File: src/rtl/tc_negate_pipe_if.sv
// Stream bundle for tc_negate_pipe: input beat, output beat, mode controls and overflow flag.
// The slave modport is the negate stage itself; master is whatever drives it.
interface tc_negate_pipe_if #(
  parameter int WIDTH    = 16,
  parameter int CHANNELS = 2
);
  logic [CHANNELS*WIDTH-1:0] din;
  logic                      dv;
  logic                      drdy;
  logic [1:0]                mode;
  logic                      phclr;
  logic [CHANNELS*WIDTH-1:0] y;
  logic                      yv;
  logic                      yrdy;
  logic                      ovf;
  logic                      ovfclr;

  modport master (
    output din, dv, mode, phclr, yrdy, ovfclr,
    input  drdy, y, yv, ovf
  );

  modport slave (
    input  din, dv, mode, phclr, yrdy, ovfclr,
    output drdy, y, yv, ovf
  );
endinterface

File: src/rtl/tc_negate_pipe.sv
// Two-stage true/complement stage for multi-channel sample streams with valid/ready,
// optional saturation, fs/2 alternate-sign mode and odd-channel (conjugate) negate.
module tc_negate_pipe #(
  parameter int WIDTH    = 16,
  parameter int CHANNELS = 2,
  parameter bit SAT      = 1'b1
) (
  input logic           clk,
  input logic           rst_n,
  tc_negate_pipe_if.slave bus
);

  localparam int CW = CHANNELS * WIDTH;

  logic                     vld_p1;
  logic                     vld_p2;
  logic [CHANNELS-1:0]      neg_p1;
  logic signed [WIDTH-1:0]  dat_p1 [CHANNELS];
  logic [CW-1:0]            y_p2;
  logic                     ovf_q;
  logic                     phase;

  logic                     adv1;
  logic                     adv2;
  logic                     accept;
  logic                     phase_use;
  logic [CHANNELS-1:0]      neg_d;
  logic signed [WIDTH:0]    sum_p2 [CHANNELS];
  logic [CHANNELS-1:0]      ovf_ch;
  logic [CW-1:0]            y_d;

  // Two's-complement negate is ~D + 1; the +1 is deferred to S2 and done with a guard bit.
  function automatic logic signed [WIDTH:0] add_guard(input logic signed [WIDTH-1:0] d,
                                                      input logic n);
    return {d[WIDTH-1], d} + {{WIDTH{1'b0}}, n};
  endfunction

  function automatic logic sat_wrap_ovf(input logic signed [WIDTH:0] s);
    return s[WIDTH] ^ s[WIDTH-1];
  endfunction

  function automatic logic signed [WIDTH-1:0] sat_wrap(input logic signed [WIDTH:0] s);
    if (SAT && sat_wrap_ovf(s))
      return s[WIDTH] ? {1'b1, {(WIDTH-1){1'b0}}} : {1'b0, {(WIDTH-1){1'b1}}};
    else
      return s[WIDTH-1:0];
  endfunction

  assign adv2     = !vld_p2 || bus.yrdy;
  assign adv1     = !vld_p1 || adv2;
  assign accept   = bus.dv && adv1;
  assign bus.drdy = adv1;
  assign bus.y    = y_p2;
  assign bus.yv   = vld_p2;
  assign bus.ovf  = ovf_q;

  // A clear coinciding with an accepted beat forces that beat onto phase 0.
  assign phase_use = phase && !bus.phclr;

  always_comb begin
    neg_d = '0;
    for (int k = 0; k < CHANNELS; k++) begin
      unique case (bus.mode)
        2'b00: neg_d[k] = 1'b0;
        2'b01: neg_d[k] = 1'b1;
        2'b10: neg_d[k] = phase_use;
        2'b11: neg_d[k] = (k % 2 == 1);
      endcase
    end
  end

  // ---- S1: capture per-channel negate flag and one's complement ----
  always_ff @(posedge clk) begin
    if (accept) begin
      neg_p1 <= neg_d;
      for (int k = 0; k < CHANNELS; k++)
        dat_p1[k] <= neg_d[k] ? ~bus.din[k*WIDTH +: WIDTH] : bus.din[k*WIDTH +: WIDTH];
    end
  end

  // ---- S2: complete the negate, saturate or wrap ----
  always_comb begin
    ovf_ch = '0;
    y_d    = '0;
    for (int k = 0; k < CHANNELS; k++) begin
      sum_p2[k]              = add_guard(dat_p1[k], neg_p1[k]);
      ovf_ch[k]              = sat_wrap_ovf(sum_p2[k]);
      y_d[k*WIDTH +: WIDTH]  = sat_wrap(sum_p2[k]);
    end
  end

  // Y is reset too so it is never X; it only updates when a real beat moves into S2.
  always_ff @(posedge clk or negedge rst_n) begin
    if (!rst_n) begin
      vld_p1 <= 1'b0;
      vld_p2 <= 1'b0;
      y_p2   <= '0;
      ovf_q  <= 1'b0;
      phase  <= 1'b0;
    end else begin
      if (adv1)
        vld_p1 <= bus.dv;
      if (adv2)
        vld_p2 <= vld_p1;
      if (adv2 && vld_p1)
        y_p2 <= y_d;

      if (accept)
        phase <= bus.phclr ? 1'b1 : !phase;
      else if (bus.phclr)
        phase <= 1'b0;

      if (adv2 && vld_p1 && (|ovf_ch))
        ovf_q <= 1'b1;
      else if (bus.ovfclr)
        ovf_q <= 1'b0;
    end
  end

endmodule

File: src/flat_wrapper.sv
// flat-port wrapper written by rule: the top's interface ports become plain ports
module tc_negate_pipe_flat 
#(
  parameter int WIDTH    = 16,
  parameter int CHANNELS = 2,
  parameter bit SAT      = 1'b1
)
  (clk, rst_n, bus_din, bus_dv, bus_mode, bus_phclr, bus_yrdy, bus_ovfclr, bus_drdy, bus_y, bus_yv, bus_ovf);
  tc_negate_pipe_if #(.WIDTH(WIDTH), .CHANNELS(CHANNELS)) bus_i ();
  input logic clk;
  input logic rst_n;
  input wire logic [$bits(bus_i.din)-1:0] bus_din;
  input wire logic [$bits(bus_i.dv)-1:0] bus_dv;
  input wire logic [$bits(bus_i.mode)-1:0] bus_mode;
  input wire logic [$bits(bus_i.phclr)-1:0] bus_phclr;
  input wire logic [$bits(bus_i.yrdy)-1:0] bus_yrdy;
  input wire logic [$bits(bus_i.ovfclr)-1:0] bus_ovfclr;
  output wire logic [$bits(bus_i.drdy)-1:0] bus_drdy;
  output wire logic [$bits(bus_i.y)-1:0] bus_y;
  output wire logic [$bits(bus_i.yv)-1:0] bus_yv;
  output wire logic [$bits(bus_i.ovf)-1:0] bus_ovf;
  assign bus_i.din = bus_din;
  assign bus_i.dv = bus_dv;
  assign bus_i.mode = bus_mode;
  assign bus_i.phclr = bus_phclr;
  assign bus_i.yrdy = bus_yrdy;
  assign bus_i.ovfclr = bus_ovfclr;
  assign bus_drdy = bus_i.drdy;
  assign bus_y = bus_i.y;
  assign bus_yv = bus_i.yv;
  assign bus_ovf = bus_i.ovf;
  tc_negate_pipe #(.WIDTH(WIDTH), .CHANNELS(CHANNELS), .SAT(SAT)) u_core (.clk(clk), .rst_n(rst_n), .bus(bus_i));
endmodule
File: config.mk
export PLATFORM = sky130hd
export DESIGN_NAME = tc_negate_pipe_flat
export DESIGN_NICKNAME = d
export VERILOG_FILES = /design/src/rtl/tc_negate_pipe_if.sv /design/src/rtl/tc_negate_pipe.sv /design/src/flat_wrapper.sv
export SDC_FILE = /design/constraint.sdc
export NUM_CORES = 1
export LEC_CHECK = 0
export ABC_AREA = 0
export CAP_MARGIN = 0
export CORE_MARGIN = 2
export CORE_UTILIZATION = 55
export DETAILED_ROUTE_END_ITERATION = 10
export GPL_TIMING_DRIVEN = 0
export PLACE_DENSITY = 0.92
export SYNTH_ARGS = -nofsm -noshare
export SYNTH_HDL_FRONTEND = slang
export SYNTH_SLANG_ARGS = --single-unit
File: constraint.sdc
create_clock -name clk -period 4.8 [get_ports clk]
set_clock_uncertainty 0.1 [all_clocks]
set_input_delay 0.48 -clock clk [delete_from_list [all_inputs] [get_ports clk]]
set_output_delay 0.48 -clock clk [all_outputs]
set_load 0.005 [all_outputs]
==> results of run 1 <==
-- power breakdown --
group          internal (mW)  switching, mW  total, mW
Combinational          0.193          0.148      0.341
Clock                  0.290          0.209      0.499
Sequential             0.726         0.0618      0.788
-- cell families after synthesis --
logic type / synth area share [%]
multiplexers: 0.290
AND/OR/NAND/NOR: 18.2
flip-flops: 55.6
buffers and inverters: 2.71
adder cells (fa/ha/maj): 1.45
AO/OA/AOI/OAI: 8.04
XOR/XNOR: 13.7
-- flip-flops by register name, summed over array words and instances (netlist names) --
register        cells
u_core.phase        1
u_core.bus.y       32
u_core.neg_p1       2
u_core.vld_p1       1
u_core.bus.ovf      1
u_core.dat_p1      32
u_core.bus.yv       1
-- synth_stat cells, types with 4 or more instances --
cell type,count
inv_1,4
and3_1,6
dfrtp_1,36
nand2_1,50
xnor2_1,26
ha_1,4
nand3_1,13
o21ai_0,10
a21oi_1,26
clkbuf_1,7
nor2_1,32
nand4_1,6
nand2b_1,4
edfxtp_1,34
xor2_1,28
-- through the flow --
step           setup slack, ns  hold slack (ns)  instance area (um2)
2_1_floorplan             2.79           0.0844                 3460
3_5_place_dp              1.97            0.358                 4290
4_1_cts                   2.31            0.157                 4490
6_report                  2.50            0.120                 4490
5_1_grt                   2.47            0.190                 4490
3_3_place_gp              2.02            0.350                 4290
-- critical path: stages --
cell and delay [ns]:
clkdlybuf4s50_1 0.51, nand3b_1 0.19, clkdlybuf4s50_1 0.53
-- cell type report --
cell class	count	area share [%]
clock inverters	5	1.67
plain buffers	14	1.75
multi-input cells	234	32.1
repair buffers	74	16.4
well taps	75	2.09
inverters	4	0.334
flip-flops and latches	70	42.8
clock buffers	11	2.92
-- final timing paths --
kind | startpoint | to
worst max-delay path | bus_yrdy | bus_drdy
worst min-delay path | rst_n | u_core.bus.y[9]$_DFFE_PN0P_
worst max register to register | u_core.dat_p1[0][0]$_DFFE_PP_ | u_core.bus.y[10]$_DFFE_PN0P_
worst min register to register | u_core.bus.y[3]$_DFFE_PN0P_ | u_core.bus.y[3]$_DFFE_PN0P_
max in group asynchronous | rst_n | u_core.bus.ovf$_DFFE_PN0P_
min in group clk | u_core.bus.y[3]$_DFFE_PN0P_ | u_core.bus.y[3]$_DFFE_PN0P_
-- layer usage --
metal | global-route usage, % | wire [um]
met4 | 11.2 | 187
met3 | 4.37 | 492
met5 | 0 | 0
met1 | 30.5 | 3180
met2 | 34.5 | 3390
==> summary.md, run 1 <==
| Metric | Value |
|---|---|
| Netlist cell types | `39` |
| Die area | `roughly 0.0069 mm2` |
| Syn Area/Cell | `about 11 um2` |
| CP endpoint kind | `output port` |
| Initial DRC Count | `280` |
| Reg area | `about 0.0019 mm2` |
| Critical path type | `primary input to output port` |
| Die width | `approximately 83 um` |
| Ys async rst share | `~50%` |
| CTS Hold Bufs | `0` |
| Area Growth Syn to Fin | `30.0%` |
| Clock transition at the registers of the reported paths | `0.06 ns` |
| Sum of negative setup slack | `0 ns` |
| Clk Latency, worst-skew pair | `roughly 0.35 ns` |
| Synth warn | `0` |
| Leak | `1.81 nW` |
| Worst hold path class | `primary input to asynchronous set/reset pin` |
| Largest net degree at the start of global routing | `37` |
| Setup Fix Bufs, Post-CTS | `0` |
| Post-CTS Resized | `0` |
| CTS tree | `built` |
| Diodes inserted | `0` |
| First-pass detailed-route iteration total | `4` |
| Worst rel slew slack | `between 40% and 50%` |
| Post-synth EDFFs | `34` |
| Sink Count | `70` |
| Area of the multi-input gates | `0.00144 mm2` |
| Startpoint class of the critical path | `primary input` |
| Final wirelength | `between 7000 and 8000 um` |
| Tcrit/Tclk final | `47.9%` |
| Synth area leader | `edfxtp_1` |
| Vias/cell | `~5.4` |
| Path depth of the worst reg2reg path | `8` |
| First-pass GRT wire length | `12400 um` |
| Min Tclk post-route | `2.30 ns` |
| Total global-route track usage | `22.4%` |
| Top cells by area, synth | `edfxtp_1, dfrtp_1, xor2_1, xnor2_1, nand2_1` |
| Syn_nets | `between 300 and 400` |
| Initial Util | `57.7%` |
| Final GP Congestion | `slightly below 0.9` |
| WL per Instance | `about 15 um` |
| Fin cells | `~490` |
| Peak Freq | `~430 MHz` |
| Fill count | `between 300 and 400` |
| H-tree depth | `3` |
| CTS Buffer Depth | `2` |
| Core Footprint | `0.00599 mm2` |
| Worst-path fanout max | `3` |
| Top cell type's share of synthesized area | `29.5%` |
| Max VDD drop | `about 0.00023 V` |
| Gr ovfl total | `0` |
| Top-level I/O count | `75` |
| DP Wirelength | `between 5000 and 6000 um` |
| Flop-to-flop setup slack | `around 2.7 ns` |
| Pins Over Slew Limit | `0` |
| Inserted Clock Buffers | `9` |
| Vias in the first global route | `~2600` |
| Port Buf Inserts | `74` |
| Fin util | `between 70% and 80%` |
| Commonest cells after routing, fill and taps aside | `clkdlybuf4s50_1, nand2_1, dfrtp_1` |
| Total power | `roughly 1.6 mW` |
| Worst-margin pin slew | `0.813 ns` |
| Seq cells post-synth | `70` |
| Most used flip-flop cell after synthesis | `dfrtp_1` |
| Worst path arrival time | `roughly 1.7 ns` |
| Seq/Total Area, Yosys | `between 50% and 60%` |
| Syn Inst Count | `roughly 320` |
| Clk root buf | `clkbuf_8` |
| Layout cells sized above 1 | `7.77%` |
| Total of max-cap violations | `0` |
| Die Y | `83.3 um` |
| Post-synth design cell area | `0.00346 mm2` |
| RSZ-0062 raised after global routing | `false` |
| Most common cell after layout, fill and taps aside | `clkdlybuf4s50_1` |
| Vias | `between 2000 and 3000` |
| Antenna-violating nets left | `0` |
| WP data required | `4.22 ns` |
| PwrDens | `between 300 and 400 mW/mm2` |
| Row Count | `28` |
| Placed cells | `roughly 470` |
| Outcome | `finished clean` |
| Layout Nets | `451` |
| Final Setup Violations | `0` |
| Final hold vios | `0` |
| Antenna violations before repair | `0` |
| # DRC | `0` |
Note: power is estimated with default switching activity, not from simulation.
==> inputs of run 2 (changes only) <==
--- a/config.mk
+++ b/config.mk
@@ -8,10 +8,10 @@
 export ABC_AREA = 0
 export CAP_MARGIN = 0
 export CORE_MARGIN = 2
-export CORE_UTILIZATION = 55
+export CORE_UTILIZATION = 46
 export DETAILED_ROUTE_END_ITERATION = 10
 export GPL_TIMING_DRIVEN = 0
-export PLACE_DENSITY = 0.92
+export PLACE_DENSITY = 0.82
 export SYNTH_ARGS = -nofsm -noshare
 export SYNTH_HDL_FRONTEND = slang
 export SYNTH_SLANG_ARGS = --single-unit
==> constraint.sdc (replaced) <==
create_clock -name clk -period 2.1 [get_ports clk]
set_clock_uncertainty 0.1 [all_clocks]
set_input_delay 0.21 -clock clk [delete_from_list [all_inputs] [get_ports clk]]
set_output_delay 0.21 -clock clk [all_outputs]
set_load 0.005 [all_outputs]
==> summary.md, run 2 (same netlist as run 1, synthesis figures left out) <==
| Metric | Value |
|---|---|
| Outcome | `finished clean (unchanged)` |
| Gr ovfl total | `0 (unchanged)` |
| Commonest cells after routing, fill and taps aside | `clkdlybuf4s50_1, nand2_1, dfrtp_1 (unchanged)` |
| Worst setup slack after layout | `0.171 ns (was 2.50 ns)` |
| Layout Cell Area excl Fill | `0.00456 mm2 (was 0.00449 mm2)` |
| Clk root buf | `clkbuf_8 (unchanged)` |
| Top-level I/O count | `75 (unchanged)` |
| Startpoint class of the critical path | `flop (was primary input)` |
| Min Tclk post-route | `1.93 ns` |
| Sink Count | `70 (unchanged)` |
| Antenna-violating nets left | `0 (unchanged)` |
| Vias/cell | `4.92 (was 5.40)` |
| Worst-margin pin slew | `0.786 ns (was 0.813 ns)` |
| Row Count | `31 (was 28)` |
| Layout Nets | `451 (unchanged)` |
| Cell Area, Placed | `0.00432 mm2 (was 0.00429 mm2)` |
| Fin cells | `511 (was 487)` |
| H-tree depth | `3 (unchanged)` |
| Vias | `2513 (was 2628)` |
| Placed cells | `495 (was 471)` |
| CP most frequent cell | `ha_1 (was clkdlybuf4s50_1)` |
| Dpl ws | `-0.436 ns (was 1.97 ns)` |
| Most common cell after layout, fill and taps aside | `clkdlybuf4s50_1 (unchanged)` |
| # DRC | `0 (unchanged)` |
| Worst hold path class | `primary input to flop (was primary input to asynchronous set/reset pin)` |
| First-pass GRT wire length | `11500 um (was 12400 um)` |
| Critical Path Slowest Stage Cell | `edfxtp_1 (was clkdlybuf4s50_1)` |
| Final GP Congestion | `0.832 (was 0.872)` |
| Tcrit/Tclk final | `between 90% and 100%` |
| Max incr delay on CP | `0.38 ns (was 0.53 ns)` |
| Initial DRC Count | `132 (was 280)` |
| CP endpoint kind | `flop (was output port)` |
| Antenna violations before repair | `0 (unchanged)` |
| Fin util | `62.8% (was 75.0%)` |
| Die Y | `90.7 um (was 83.3 um)` |
| Initial Util | `47.7% (was 57.7%)` |
| Crit-path cells | `ha_1 > ha_1 > nand2_1 > nor2_1 > o21a_4 > nor2_2 > buf_6 > a21oi_1 (was clkdlybuf4s50_1 > nand3b_1 > clkdlybuf4s50_1)` |
| Peak Freq | `518 MHz` |
| Setup Fix Bufs, Post-CTS | `0 (unchanged)` |
| Max VDD drop | `0.000375 V (was 0.000229 V)` |
| Port Buf Inserts | `74 (unchanged)` |
| WL per Instance | `13.5 um (was 14.9 um)` |
| RSZ-0062 raised after global routing | `false (unchanged)` |
| DP Wirelength | `5300 um (was 5340 um)` |
| PwrDens | `820 mW/mm2 (was 362 mW/mm2)` |
| Worst rel slew slack | `47.6% (was 45.8%)` |
| Total of max-cap violations | `0 (unchanged)` |
| Leak | `1.83 nW (was 1.81 nW)` |
| Worst-path fanout max | `10 (was 3)` |
| Clk Latency, worst-skew pair | `0.34 ns (was 0.35 ns)` |
| Pins Over Slew Limit | `0 (unchanged)` |
| Vias in the first global route | `2452 (was 2576)` |
| WP data required | `2.23 ns (was 4.22 ns)` |
| CTS Buffer Depth | `2 (unchanged)` |
| Clock transition at the registers of the reported paths | `0.07 ns (was 0.06 ns)` |
| CTS tree | `built (unchanged)` |
| Die width | `90.7 um (was 83.3 um)` |
| Final Setup Violations | `0 (unchanged)` |
| Final hold vios | `0 (unchanged)` |
| First-pass detailed-route iteration total | `4 (unchanged)` |
| Hold WS | `0.368 ns (was 0.120 ns)` |
| Critical path type | `flop to flop (was primary input to output port)` |
| Area Growth Syn to Fin | `31.8% (was 30.0%)` |
| Die area | `0.00822 mm2 (was 0.00694 mm2)` |
| Largest net degree at the start of global routing | `37 (unchanged)` |
| Diodes inserted | `0 (unchanged)` |
| Total global-route track usage | `17.5% (was 22.4%)` |
| Worst path arrival time | `2.06 ns (was 1.72 ns)` |
| Core Footprint | `0.00725 mm2 (was 0.00599 mm2)` |
| Inserted Clock Buffers | `9 (unchanged)` |
| Layout cells sized above 1 | `8.74% (was 7.77%)` |
| Final wirelength | `6890 um (was 7250 um)` |
## run 2: where the power goes
group          total [mW]  switching (mW)  leakage (nW)  internal [mW]
clock network        1.17           0.482         0.118          0.686
logic               0.773           0.329         0.972          0.443
registers            1.80           0.139         0.736           1.66
## run 2: repair_timing
action,4_1_cts,5_1_grt
hold buffers,1,0
hold endpoints to repair,36,0
gates resized for setup,1,2
endpoints found under the setup margin,35,12
## run 2: area by class of cell
class	instances	area (um2)
fill	603	2700
sequential	70	1920
multi-input combinational	234	1450
timing repair buffer	75	746
clock buffer	12	176
tap	99	124
buffer	13	75.1
clock inverter	4	50.0
inverter	4	15.0
## run 2: through the flow
stage / TNS [ns] / power (mW)
4_1_cts: 0 / 3.77
3_3_place_gp: -17.31 / 2.57
2_1_floorplan: 0 / 2.15
3_5_place_dp: -15.15 / 2.60
6_report: 0 / 3.74
5_1_grt: 0 / 3.91
## run 2: worst max-delay path, delay by kind of cell (launching register included)
kind | cells | cell delay (ns)
AOI/OAI and AO/OA | 2 | 0.30
adders and majority gates | 2 | 0.58
buffers and inverters | 1 | 0.15
DFF | 1 | 0.38
and+or+nand+nor | 3 | 0.32
## run 2: path summary, 6_finish.rpt
kind | start | endpoint | slack (ns) | depth (start not counted)
setup / recovery | u_core.neg_p1[0]$_DFFE_PP_ | u_core.bus.y[8]$_DFFE_PN0P_ | 0.17 | 8
hold / removal | bus_dv | u_core.vld_p1$_DFFE_PN0N_ | 0.37 | 2
setup reg to reg | u_core.neg_p1[0]$_DFFE_PP_ | u_core.bus.y[8]$_DFFE_PN0P_ | 0.17 | 8
hold reg to reg | u_core.bus.y[23]$_DFFE_PN0P_ | u_core.bus.y[23]$_DFFE_PN0P_ | 0.37 | 2
max in group asynchronous | rst_n | u_core.bus.y[3]$_DFFE_PN0P_ | 1.00 | 2
min in group asynchronous | rst_n | u_core.bus.y[11]$_DFFE_PN0P_ | 0.39 | 2
## run 2: metal layers
metal | global-route usage (%) | vias up | part of all wire (%)
li1 | - | 1275 | -
met1 | 23.6 | 1161 | 47
met2 | 27.3 | 71 | 46
met3 | 5.18 | 6 | 5.5
met4 | 5.77 | 0 | 1.3
met5 | 0 | - | 0
